**config.mk**
```make
export PLATFORM = sky130hd
export DESIGN_NAME = barrel_unshifter_seq_flat
export DESIGN_NICKNAME = d
export VERILOG_FILES = /design/src/rtl/barrel_unshifter_seq_if.sv /design/src/rtl/barrel_unshifter_seq.sv /design/src/flat_wrapper.sv
export SDC_FILE = /design/constraint.sdc
export NUM_CORES = 1
export LEC_CHECK = 0
export CAP_MARGIN = 10
export CORE_MARGIN = 1.5
export CORE_UTILIZATION = 35
export CTS_CLUSTER_DIAMETER = 50
export DETAILED_ROUTE_END_ITERATION = 8
export SYNTH_ARGS = -nofsm -noshare
export SYNTH_HDL_FRONTEND = slang
export SYNTH_SLANG_ARGS = --single-unit
```
**constraint.sdc**
```tcl
create_clock -name clk -period 1.52 [get_ports clk]
set_input_delay 0.228 -clock clk [delete_from_list [all_inputs] [get_ports clk]]
set_output_delay 0.228 -clock clk [all_outputs]
set_load 0.02 [all_outputs]
```
**src/rtl/barrel_unshifter_seq_if.sv**
```systemverilog
// Handshake bundle for barrel_unshifter_seq: word/shift/direction in, restored word out.
// master = producer/consumer side, slave = the unshifter.
interface barrel_unshifter_seq_if #(
    parameter int WIDTH = 4,
    parameter int SHW   = $clog2(WIDTH)
);
    logic             in_valid;
    logic             in_ready;
    logic [WIDTH-1:0] in_data;
    logic [SHW-1:0]   in_shift;
    logic             in_left;
    logic             out_valid;
    logic             out_ready;
    logic [WIDTH-1:0] out_data;

    modport master (
        output in_valid, in_data, in_shift, in_left, out_ready,
        input  in_ready, out_valid, out_data
    );

    modport slave (
        input  in_valid, in_data, in_shift, in_left, out_ready,
        output in_ready, out_valid, out_data
    );
endinterface

```
**src/rtl/barrel_unshifter_seq.sv**
```systemverilog
// Sequential inverse rotate: undoes a rotation one bit per clock, valid/ready on both sides.
// Optional macro UNSHIFT_SHORTPATH_EN rotates the shorter way round for large shift amounts.
//
// Handshake: a word transfers on any rising edge where valid && ready are both 1;
// valid, once raised, stays high with stable data until that edge.
module barrel_unshifter_seq #(
    parameter int WIDTH = 4,
    parameter int SHW   = $clog2(WIDTH)
) (
    input  logic                  clk,
    input  logic                  rst_n,
    barrel_unshifter_seq_if.slave bus,
    output logic                  busy,
    output logic [1:0]            state_dbg
);
    typedef enum logic [1:0] {
        IDLE = 2'd0,
        ROT  = 2'd1,
        HOLD = 2'd2
    } state_t;

    state_t           state;
    logic [WIDTH-1:0] data_r;
    logic [WIDTH-1:0] rot_nxt;
    logic [SHW-1:0]   cnt;
    logic             dir;   // 1 = rotate left, 0 = rotate right

    assign rot_nxt = dir ? {data_r[WIDTH-2:0], data_r[WIDTH-1]}
                         : {data_r[0], data_r[WIDTH-1:1]};

    assign bus.in_ready = (state == IDLE) && rst_n;
    assign busy         = (state != IDLE);
    assign state_dbg    = state;

    always_ff @(posedge clk or negedge rst_n) begin
        if (!rst_n) begin
            state         <= IDLE;
            data_r        <= '0;
            cnt           <= '0;
            dir           <= 1'b0;
            bus.out_valid <= 1'b0;
            bus.out_data  <= '0;
        end else begin
            case (state)
                IDLE: begin
                    if (bus.in_valid) begin
                        data_r <= bus.in_data;
`ifdef UNSHIFT_SHORTPATH_EN
                        // Going WIDTH-s steps the original way lands on the same word.
                        if (int'(bus.in_shift) > WIDTH / 2) begin
                            cnt <= SHW'(WIDTH - int'(bus.in_shift));
                            dir <= bus.in_left;
                        end else begin
                            cnt <= bus.in_shift;
                            dir <= ~bus.in_left;
                        end
`else
                        cnt <= bus.in_shift;
                        dir <= ~bus.in_left;
`endif
                        if (bus.in_shift == '0) begin
                            state         <= HOLD;
                            bus.out_data  <= bus.in_data;
                            bus.out_valid <= 1'b1;
                        end else begin
                            state <= ROT;
                        end
                    end
                end
                ROT: begin
                    data_r <= rot_nxt;
                    cnt    <= cnt - SHW'(1);
                    if (cnt == SHW'(1)) begin
                        state         <= HOLD;
                        bus.out_data  <= rot_nxt;
                        bus.out_valid <= 1'b1;
                    end
                end
                HOLD: begin
                    if (bus.out_ready) begin
                        bus.out_valid <= 1'b0;
                        state         <= IDLE;
                    end
                end
                default: state <= IDLE;
            endcase
        end
    end
endmodule

```
**src/flat_wrapper.sv**
```systemverilog
// flat-port wrapper written by rule: the top's interface ports become plain ports
module barrel_unshifter_seq_flat 
#(
    parameter int WIDTH = 4,
    parameter int SHW   = $clog2(WIDTH)
)
  (clk, rst_n, busy, state_dbg, bus_in_valid, bus_in_data, bus_in_shift, bus_in_left, bus_out_ready, bus_in_ready, bus_out_valid, bus_out_data);
  barrel_unshifter_seq_if #(.WIDTH(WIDTH), .SHW(SHW)) bus_i ();
  input  logic clk;
  input  logic rst_n;
  output logic busy;
  output logic [1:0] state_dbg;
  input wire logic [$bits(bus_i.in_valid)-1:0] bus_in_valid;
  input wire logic [$bits(bus_i.in_data)-1:0] bus_in_data;
  input wire logic [$bits(bus_i.in_shift)-1:0] bus_in_shift;
  input wire logic [$bits(bus_i.in_left)-1:0] bus_in_left;
  input wire logic [$bits(bus_i.out_ready)-1:0] bus_out_ready;
  output wire logic [$bits(bus_i.in_ready)-1:0] bus_in_ready;
  output wire logic [$bits(bus_i.out_valid)-1:0] bus_out_valid;
  output wire logic [$bits(bus_i.out_data)-1:0] bus_out_data;
  assign bus_i.in_valid = bus_in_valid;
  assign bus_i.in_data = bus_in_data;
  assign bus_i.in_shift = bus_in_shift;
  assign bus_i.in_left = bus_in_left;
  assign bus_i.out_ready = bus_out_ready;
  assign bus_in_ready = bus_i.in_ready;
  assign bus_out_valid = bus_i.out_valid;
  assign bus_out_data = bus_i.out_data;
  barrel_unshifter_seq #(.WIDTH(WIDTH), .SHW(SHW)) u_core (.clk(clk), .rst_n(rst_n), .bus(bus_i), .busy(busy), .state_dbg(state_dbg));
endmodule
```
==> impl_metrics.tcl <==
set metrics [dict create \
    status "complete, no violations" \
    yosysSeqAreaShare 0.4698 \
    dr.pass1.iters 4 \
    placement.io_buffers 19 \
    ys_warn_count 0 \
    antenna_found_initial 0 \
    first_iter_violations 6 \
    skew_ps 3.662 \
    ctsLongestPathBuffers 2 \
    overflow 0 \
    cts_tree "done" \
    drc 0 \
    syn_area_um2 745.7 \
    irDropWorstVdd_v 0.001083 \
    cp_data_required_time_ps 1690 \
    routed_wl_um 1595 \
    timing.fmax_mhz 680.0 \
    hold_path.class "in2async" \
    wl_per_cell_um 12.66 \
    netlist_instances 64 \
    place.gp.congestion 0.8465 \
    path_clk_slew_ps 90 \
    nets 112 \
    setup_ws_ps 49.30 \
    synth_nets 76 \
    vias_per_cell 4.810 \
    mostFrequentLayoutCell "buf_4" \
    cts_hold_buf 0 \
    hold_viol 0 \
    io_pins 20 \
    cts-root-buf "clkbuf_4" \
    clock_latency_ps 280 \
    pwr_density_cell_nw_per_um2 2115 \
    fin_crit_ps 1471 \
    grt_start_max_net_pins 15 \
    synth-seq-cells 14 \
    die_area_um2 2417 \
    diodes 0 \
    grtUsageTotal 0.1474 \
    power_mw 2.369 \
    worst_pin_slew_ps 201.2 \
    grt_pass1_vias 611 \
    route.vias.total 606 \
    slowest_delay_ps 430 \
    die_h_um 49.16 \
    crit_path_max_fanout 5 \
    area_delta_synth_final_pct 50.17 \
    mostFrequentLayoutCells "15 x buf_4, 12 x dfrtp_1, 11 x clkdlybuf4s50_1, 10 x mux2_2, 7 x inv_1" \
    cts_num_sinks 14 \
    crit_slowest_cell "dfrtp_2" \
    grt_pass1_wl_um 2732 \
    drv_cap 0 \
    cts_buffers 3 \
    start_kind "register" \
    preCtsSetupSlack_ps -244.6 \
    ys_types 25 \
    cts_max_level 1 \
    avgSynthCellArea_um2 11.65 \
    fp-row-count 16 \
    initial_core_util 0.3763 \
    die_x_um 49.16 \
    design.core.area_um2 1982 \
    drive_above_1_share 0.4343 \
    finalSetupViolCount 0 \
    p_leak_nw 0.5441 \
    slew_violations 0 \
    crit_type "reg2reg" \
    worstPathCellList "buf_4 > nor2b_4 > mux2_4 > mux2_2" \
    slew_headroom 0.8620 \
    ant_nets 0 \
    crit_arrival_ps 1640 \
    period_share 0.9676 \
    crit_path_end_kind "register" \
    hpwlAfterDp_um 1246 \
]
critical path, delay by kind of cell, from the launching register on:
kind	cells	cell delay, ps
buffers and inverters	1	160
multiplexers	2	590
flip-flops	1	430
AND/OR/NAND/NOR	1	190
cell usage after synthesis:
cell	count	share of area
a21oi_1	4	0.027
a22o_1	1	0.012
or3_4	1	0.015
a31o_2	1	0.012
o21bai_1	1	0.010
nor2_1	3	0.015
o22ai_4	1	0.027
a221oi_1	1	0.012
inv_1	7	0.035
nor2b_1	1	0.0084
ha_1	1	0.017
nand2_1	2	0.010
mux2_2	13	0.20
dfrtp_1	14	0.47
nand2b_1	1	0.0084
clkbuf_1	1	0.0050
buf_6	1	0.015
mux2i_1	2	0.027
o21ai_0	1	0.0067
o22a_2	1	0.013
buf_4	1	0.010
and2_1	1	0.0084
a31oi_1	1	0.0084
o2111a_1	1	0.015
o22ai_1	2	0.017
routing by layer:
metal / track usage / up-vias / wire [um]
li1: - / 299 / -
met1: 0.1977 / 295 / 799
met2: 0.2275 / 10 / 730
met3: 0.04601 / 2 / 49
met4: 0.04286 / 0 / 15
met5: 0 / - / 0
final cells by class:
class	instances	area (um^2)
fill	185	862.1
multi-input combinational	40	370.4
sequential	14	352.8
timing repair buffer	34	300.3
clock buffer	4	36.28
tap	27	33.78
inverter	7	26.28
repair_timing:
action,4_1_cts,5_1_grt
endpoints found under the setup margin,4,12
resized for setup,7,10
pin swaps,0,1
endpoints found under the hold margin,0,0
buffers inserted,1,3
stage by stage:
stage            util  hold slack (ps)  cells  instance area (um^2)  setup TNS, ps
2_1_floorplan       -           -67.59     64                 759.5              0
3_3_place_gp   0.5246            478.5    118                  1040          -1022
3_5_place_dp   0.5246            491.8    118                  1040          -1088
4_1_cts        0.5467            287.8    123                  1084         -24.21
5_1_grt        0.5650            292.9    126                  1120         -1.655
6_report       0.5650            286.2    126                  1120              0
kinds of logic (layout without fill, tap and decap cells):
family	after synthesis	count (layout)	share of synthesized area
and+or+nand+nor	9	9	0.06545
DFF	14	14	0.4698
adders and majority gates	1	1	0.01678
AOI/OAI and AO/OA	15	15	0.1594
muxes	15	15	0.2232
buffers and inverters	10	45	0.06544
power by group:
part / switching (mW) / internal [mW]
logic: 0.594 / 0.793
registers: 0.141 / 0.568
clock network: 0.127 / 0.145
final timing paths:
path	startpoint	endpoint	slack, ps	cells after the start
min in group clk	u_core.data_r[3]	u_core.data_r[3]	510	2
hold / removal	rst_n	u_core.data_r[2]	290	2
max in group asynchronous	rst_n	u_core.state_dbg[0]	1050	2
setup reg to reg	u_core.state_dbg[1]	u_core.data_r[1]	50	4
setup / recovery	u_core.state_dbg[1]	u_core.data_r[1]	50	4
hold reg to reg	u_core.data_r[3]	u_core.data_r[3]	510	2
flip-flops by register name (all words and copies together), names as in the netlist:
| signal | count |
|---|---|
| u_core.dir | 1 |
| u_core.data_r | 4 |
| u_core.state_dbg | 2 |
| u_core.cnt | 2 |
| u_core.bus.out_data | 4 |
| u_core.bus.out_valid | 1 |
(Power assumes the default switching activity.)
==> variant 1 (same settings) <==
The option `UNSHIFT_SHORTPATH_EN` is turned on by a define.
--- a/src/rtl/barrel_unshifter_seq.sv
+++ b/src/rtl/barrel_unshifter_seq.sv
@@ -3,6 +3,8 @@
 //
 // Handshake: a word transfers on any rising edge where valid && ready are both 1;
 // valid, once raised, stays high with stable data until that edge.
+`define UNSHIFT_SHORTPATH_EN
+
 module barrel_unshifter_seq #(
     parameter int WIDTH = 4,
     parameter int SHW   = $clog2(WIDTH)
Formal check against the unedited RTL: not equivalent (a bounded check fails within 4 cycles, from zero or initial values and one cycle with rst_n low).
==> variant 1 against the unedited design <==
The flow now finishes with violations (setup timing); routed wire length is 12% higher; total power shrank 8.9%; sequential share of layout area is 0.68 points higher; setup slack lost 110 ps; combinational power decreased by 14%; cell area fell by 2.5%; sequential power shrank 3%; largest cell class unchanged; critical path depth decreased by 1; highest routed layer unchanged; final cell count increased by 8.7%; area after synthesis grew 0.34%; non-clock buffer count is 3 lower; largest power group unchanged; sequential cell count unchanged.
==> variant 1: results (changes against the unedited design) <==
metric,value,unit,change
multi_input_gates,56,,+40%
ys_types,24,,-4.0%
drive_gt1_share,22.7,%,-21 points
cp.arrival,1760,ps,+120 ps
syn_nets,90,,+18%
crit_end,u_core.bus.out_data[1]$_DFFE_PN0P_,,
area_share_nonclk_buffers,24.9,%,-2.0 points
grt_use_met1,21.5,%,+1.8 points
grtUsageMet2,27.5,%,+4.7 points
io_buffers,19,,unchanged
p_leak,0.533,nW,-2.1%
clk_share,3.32,%,+0.082 points
wl_met2,862,um,+18%
crit_slowest_cell,or4b_4,,
use_met3,2.45,%,-2.1 points
power.internal,1.30,mW,-14%
signal_buffers,31,,-8.8%
dp.cells,132,,+12%
seq_share,32.2,%,+0.68 points
violations,setup timing,,
multi_input_area_share,34.8,%,+1.7 points
routed_via_density,5.09,,+5.9%
wl_per_cell,13.1,um,+3.2%
run_status,finished with violations,,
dp_slack,-374,ps,-129 ps
comb_power_share,55.3,%,-3.3 points
fillers,186,,+0.54%
synthTopCellsByArea,"dfrtp_1 (47%), a221o_1 (5.4%), mux2i_1 (5.4%)",,
place_congestion,0.766,,-9.5%
drt-initial-drc-count,13,,+7
wl_met3,79,um,+61%
cts_resized,8,,+1
wl,1.79,mm,+12%
nNetsFinal,123,,+9.8%
p_clk,0.275,mW,
synthCells,78,,+22%
setup_violations,4,,+4
numCtsBuffers,3,,unchanged
ir_drop,1.12,mV,+3.3%
slew_headroom,84.6,%,-1.6 points
ys_seq_area_share,46.8,%,-0.16 points
top_layer,met4,,
grt_pass1_vias,703,,+15%
place_hpwl,1.35,mm,+8.7%
setup_ws,-64.6,ps,-114 ps
critPathMaxStageDelay,500,ps,+70 ps
fin_skew,1.67,ps,-2.00 ps
grt_pass1_wl,3.16,mm,+16%
crit_family,compound AO/OA/AOI/OAI gates,,
drt-met1-wl,809,um,+1.3%
regToRegStartpoint,u_core.state_dbg[0]$_DFFE_PN0P_,,
path_clk_slew,90,ps,about the same
ys_top_cells_by_count,"dfrtp_1 (14), nand2_1 (10), nor2_1 (7), inv_1 (5)",,
hold_class,in2async,,
inverters,5,,-2
r2r_cells,3,,-1
grt_usage,16.9,%,+2.2 points
## variant 1: cell count changes in the layout (fill, tap and decap cells not counted), sizes merged, moves of 3 or more
cell,delta
nand3b,+3
o22ai,-3
a221o,+4
nor2,+4
o211ai,+4
mux2,-12
nand2,+8
## variant 1: cell families (layout without fill, tap and decap cells)
kind of cell | Yosys count | after routing | share of synthesized area (%)
AND/OR/NAND/NOR | 29 | 29 | 19.7
buffers and inverters | 8 | 40 | 4.01
AO/OA/AOI/OAI | 20 | 20 | 19.7
adder cells (fa/ha/maj) | 1 | 1 | 1.67
flip-flops | 14 | 14 | 46.8
multiplexers | 5 | 5 | 6.86
XOR/XNOR | 1 | 1 | 1.17
## variant 1: metrics by stage
stage               power [mW]  hold WS (ps)  cell area (um^2)  setup TNS [ps]
floorplan                 1.40         -67.6               749            -330
global placement          1.89           500              1040           -1700
detailed placement        1.91           505              1040           -1780
CTS                       2.19           278              1090            -264
global route              2.33           300              1090            -355
finish                    2.16           272              1090            -246
==> variant 2 (config.mk and constraints unchanged) <==
Without the edit above. Reset style: synchronous (`rst_n`), changed in one clocked block.
--- a/src/rtl/barrel_unshifter_seq.sv
+++ b/src/rtl/barrel_unshifter_seq.sv
@@ -32,7 +32,7 @@
     assign busy         = (state != IDLE);
     assign state_dbg    = state;
 
-    always_ff @(posedge clk or negedge rst_n) begin
+    always_ff @(posedge clk) begin
         if (!rst_n) begin
             state         <= IDLE;
             data_r        <= '0;
Formal check against the unedited RTL: differs if rst_n is asserted again (counterexample within 4 cycles, from zero or initial values and one cycle with rst_n low); with rst_n held inactive, the same outputs for 10 cycles.
==> variant 2 against the unedited design <==
Global-route usage down 0.70 points; non-clock buffer count down 6; routed wire length down 2.3%; setup slack better by 29 ps; largest cell class unchanged; cell area down 11%; utilization down 4.5 points; synthesized cell count up 34%; area after synthesis down 5.5%; sequential cell count unchanged.
Power is not compared: it rests on default switching activity, and its combinational part moved more than twofold at a synthesized area within 25%.
==> variant 2: results (changes against the unedited design) <==
metric,value,unit,change
run_status,finished clean,,
cp.arrival,1210,ps,-430 ps
grt_max_degree,13,,-2
path_max_fanout,2,,-3
place_hpwl,1.23,mm,-1.3%
use_met3,1.13,%,-3.5 points
ys_top_cells_by_count,"dfxtp_1 (14), a21oi_1 (10), nand2_1 (9), o211ai_1 (8), nor2_1 (6)",,
grt_pass1_wl,2.31,mm,-15%
tightest_slew,339,ps,+138 ps
dpl_cell_area,971,um^2,-6.6%
drt-initial-drc-count,9,,+3
routed_via_density,4.97,,+3.4%
ys_types,24,,-4.0%
synth_compound_area_share,26.6,%,+11 points
wl_met3,48,um,-2.0%
synthArstFlopShare,0,%,-100 points
wl,1.56,mm,-2.3%
place_congestion,0.838,,-0.99%
drt-met1-wl,835,um,+4.5%
fillers,196,,+5.9%
critPathMaxStageDelay,610,ps,+180 ps
grtUsageMet2,21.6,%,-1.1 points
synthMuxAreaShare,5.68,%,-17 points
drive_gt1_share,15.9,%,-28 points
syn_nets,98,,+29%
top_layer,met3,,
ys_seq_area_share,39.8,%,-7.2 points
fin_skew,2.11,ps,-1.55 ps
grt_usage,14.0,%,-0.70 points
wl_met2,674,um,-7.7%
grt_pass1_vias,559,,-8.5%
crit_family,buffers and inverters,,
hold_class,reg2reg,,
[variant 2: cell types whose count changed in the layout (fill, tap and decap cells not counted), sizes merged, moves of 7 or more]
cell and change:
dfrtp -14, dfxtp +14, mux2 -13, nand2 +7
o211ai +8
[variant 2: worst paths after layout]
check | start | endpoint | slack, ps | depth (start not counted)
min | u_core.bus.out_data[2]$_SDFFE_PN0P_ | u_core.bus.out_data[2]$_SDFFE_PN0P_ | 460 | 2
min reg2reg | u_core.bus.out_data[2]$_SDFFE_PN0P_ | u_core.bus.out_data[2]$_SDFFE_PN0P_ | 460 | 2
max | u_core.bus.out_data[3]$_SDFFE_PN0P_ | bus_out_data[3] | 80 | 1
max reg2reg | u_core.state_dbg[0]$_SDFFE_PN0P_ | u_core.data_r[1]$_SDFFE_PN0P_ | 200 | 6
[variant 2: cells by family after synthesis]
logic type,after synthesis
muxes,4
adders and majority gates,1
DFF,14
and+or+nand+nor,26
AOI/OAI and AO/OA,30
buffers and inverters,11
[variant 2: through the flow]
step / hold WS, ps / utilization, % / setup slack [ps] / instances
after CTS: 465 / 52.1 / 10.4 / 140
after global routing: 477 / 52.0 / 0.777 / 140
after detailed placement: 452 / 50.5 / -239 / 136
after floorplan: 339 / - / 85.0 / 86
final: 460 / 52.0 / 78.6 / 140
after global placement: 446 / 50.5 / -253 / 136
[variant 2: layout make-up]
| cell class | count | area, um^2 | area share (%) |
|---|---|---|---|
| repair buffers | 28 | 249 | 24.9 |
| multi-input cells | 61 | 377 | 37.7 |
| well taps | 27 | 33.8 | 3.38 |
| inverters | 6 | 22.5 | 2.26 |
| flip-flops and latches | 14 | 280 | 28.1 |
| clock buffers | 4 | 36.3 | 3.63 |
[variant 2: what timing repair did]
action	CTS	global route
buffers inserted	0	0
cloned	0	0
endpoints found under the setup margin	4	1
resized for setup	4	2
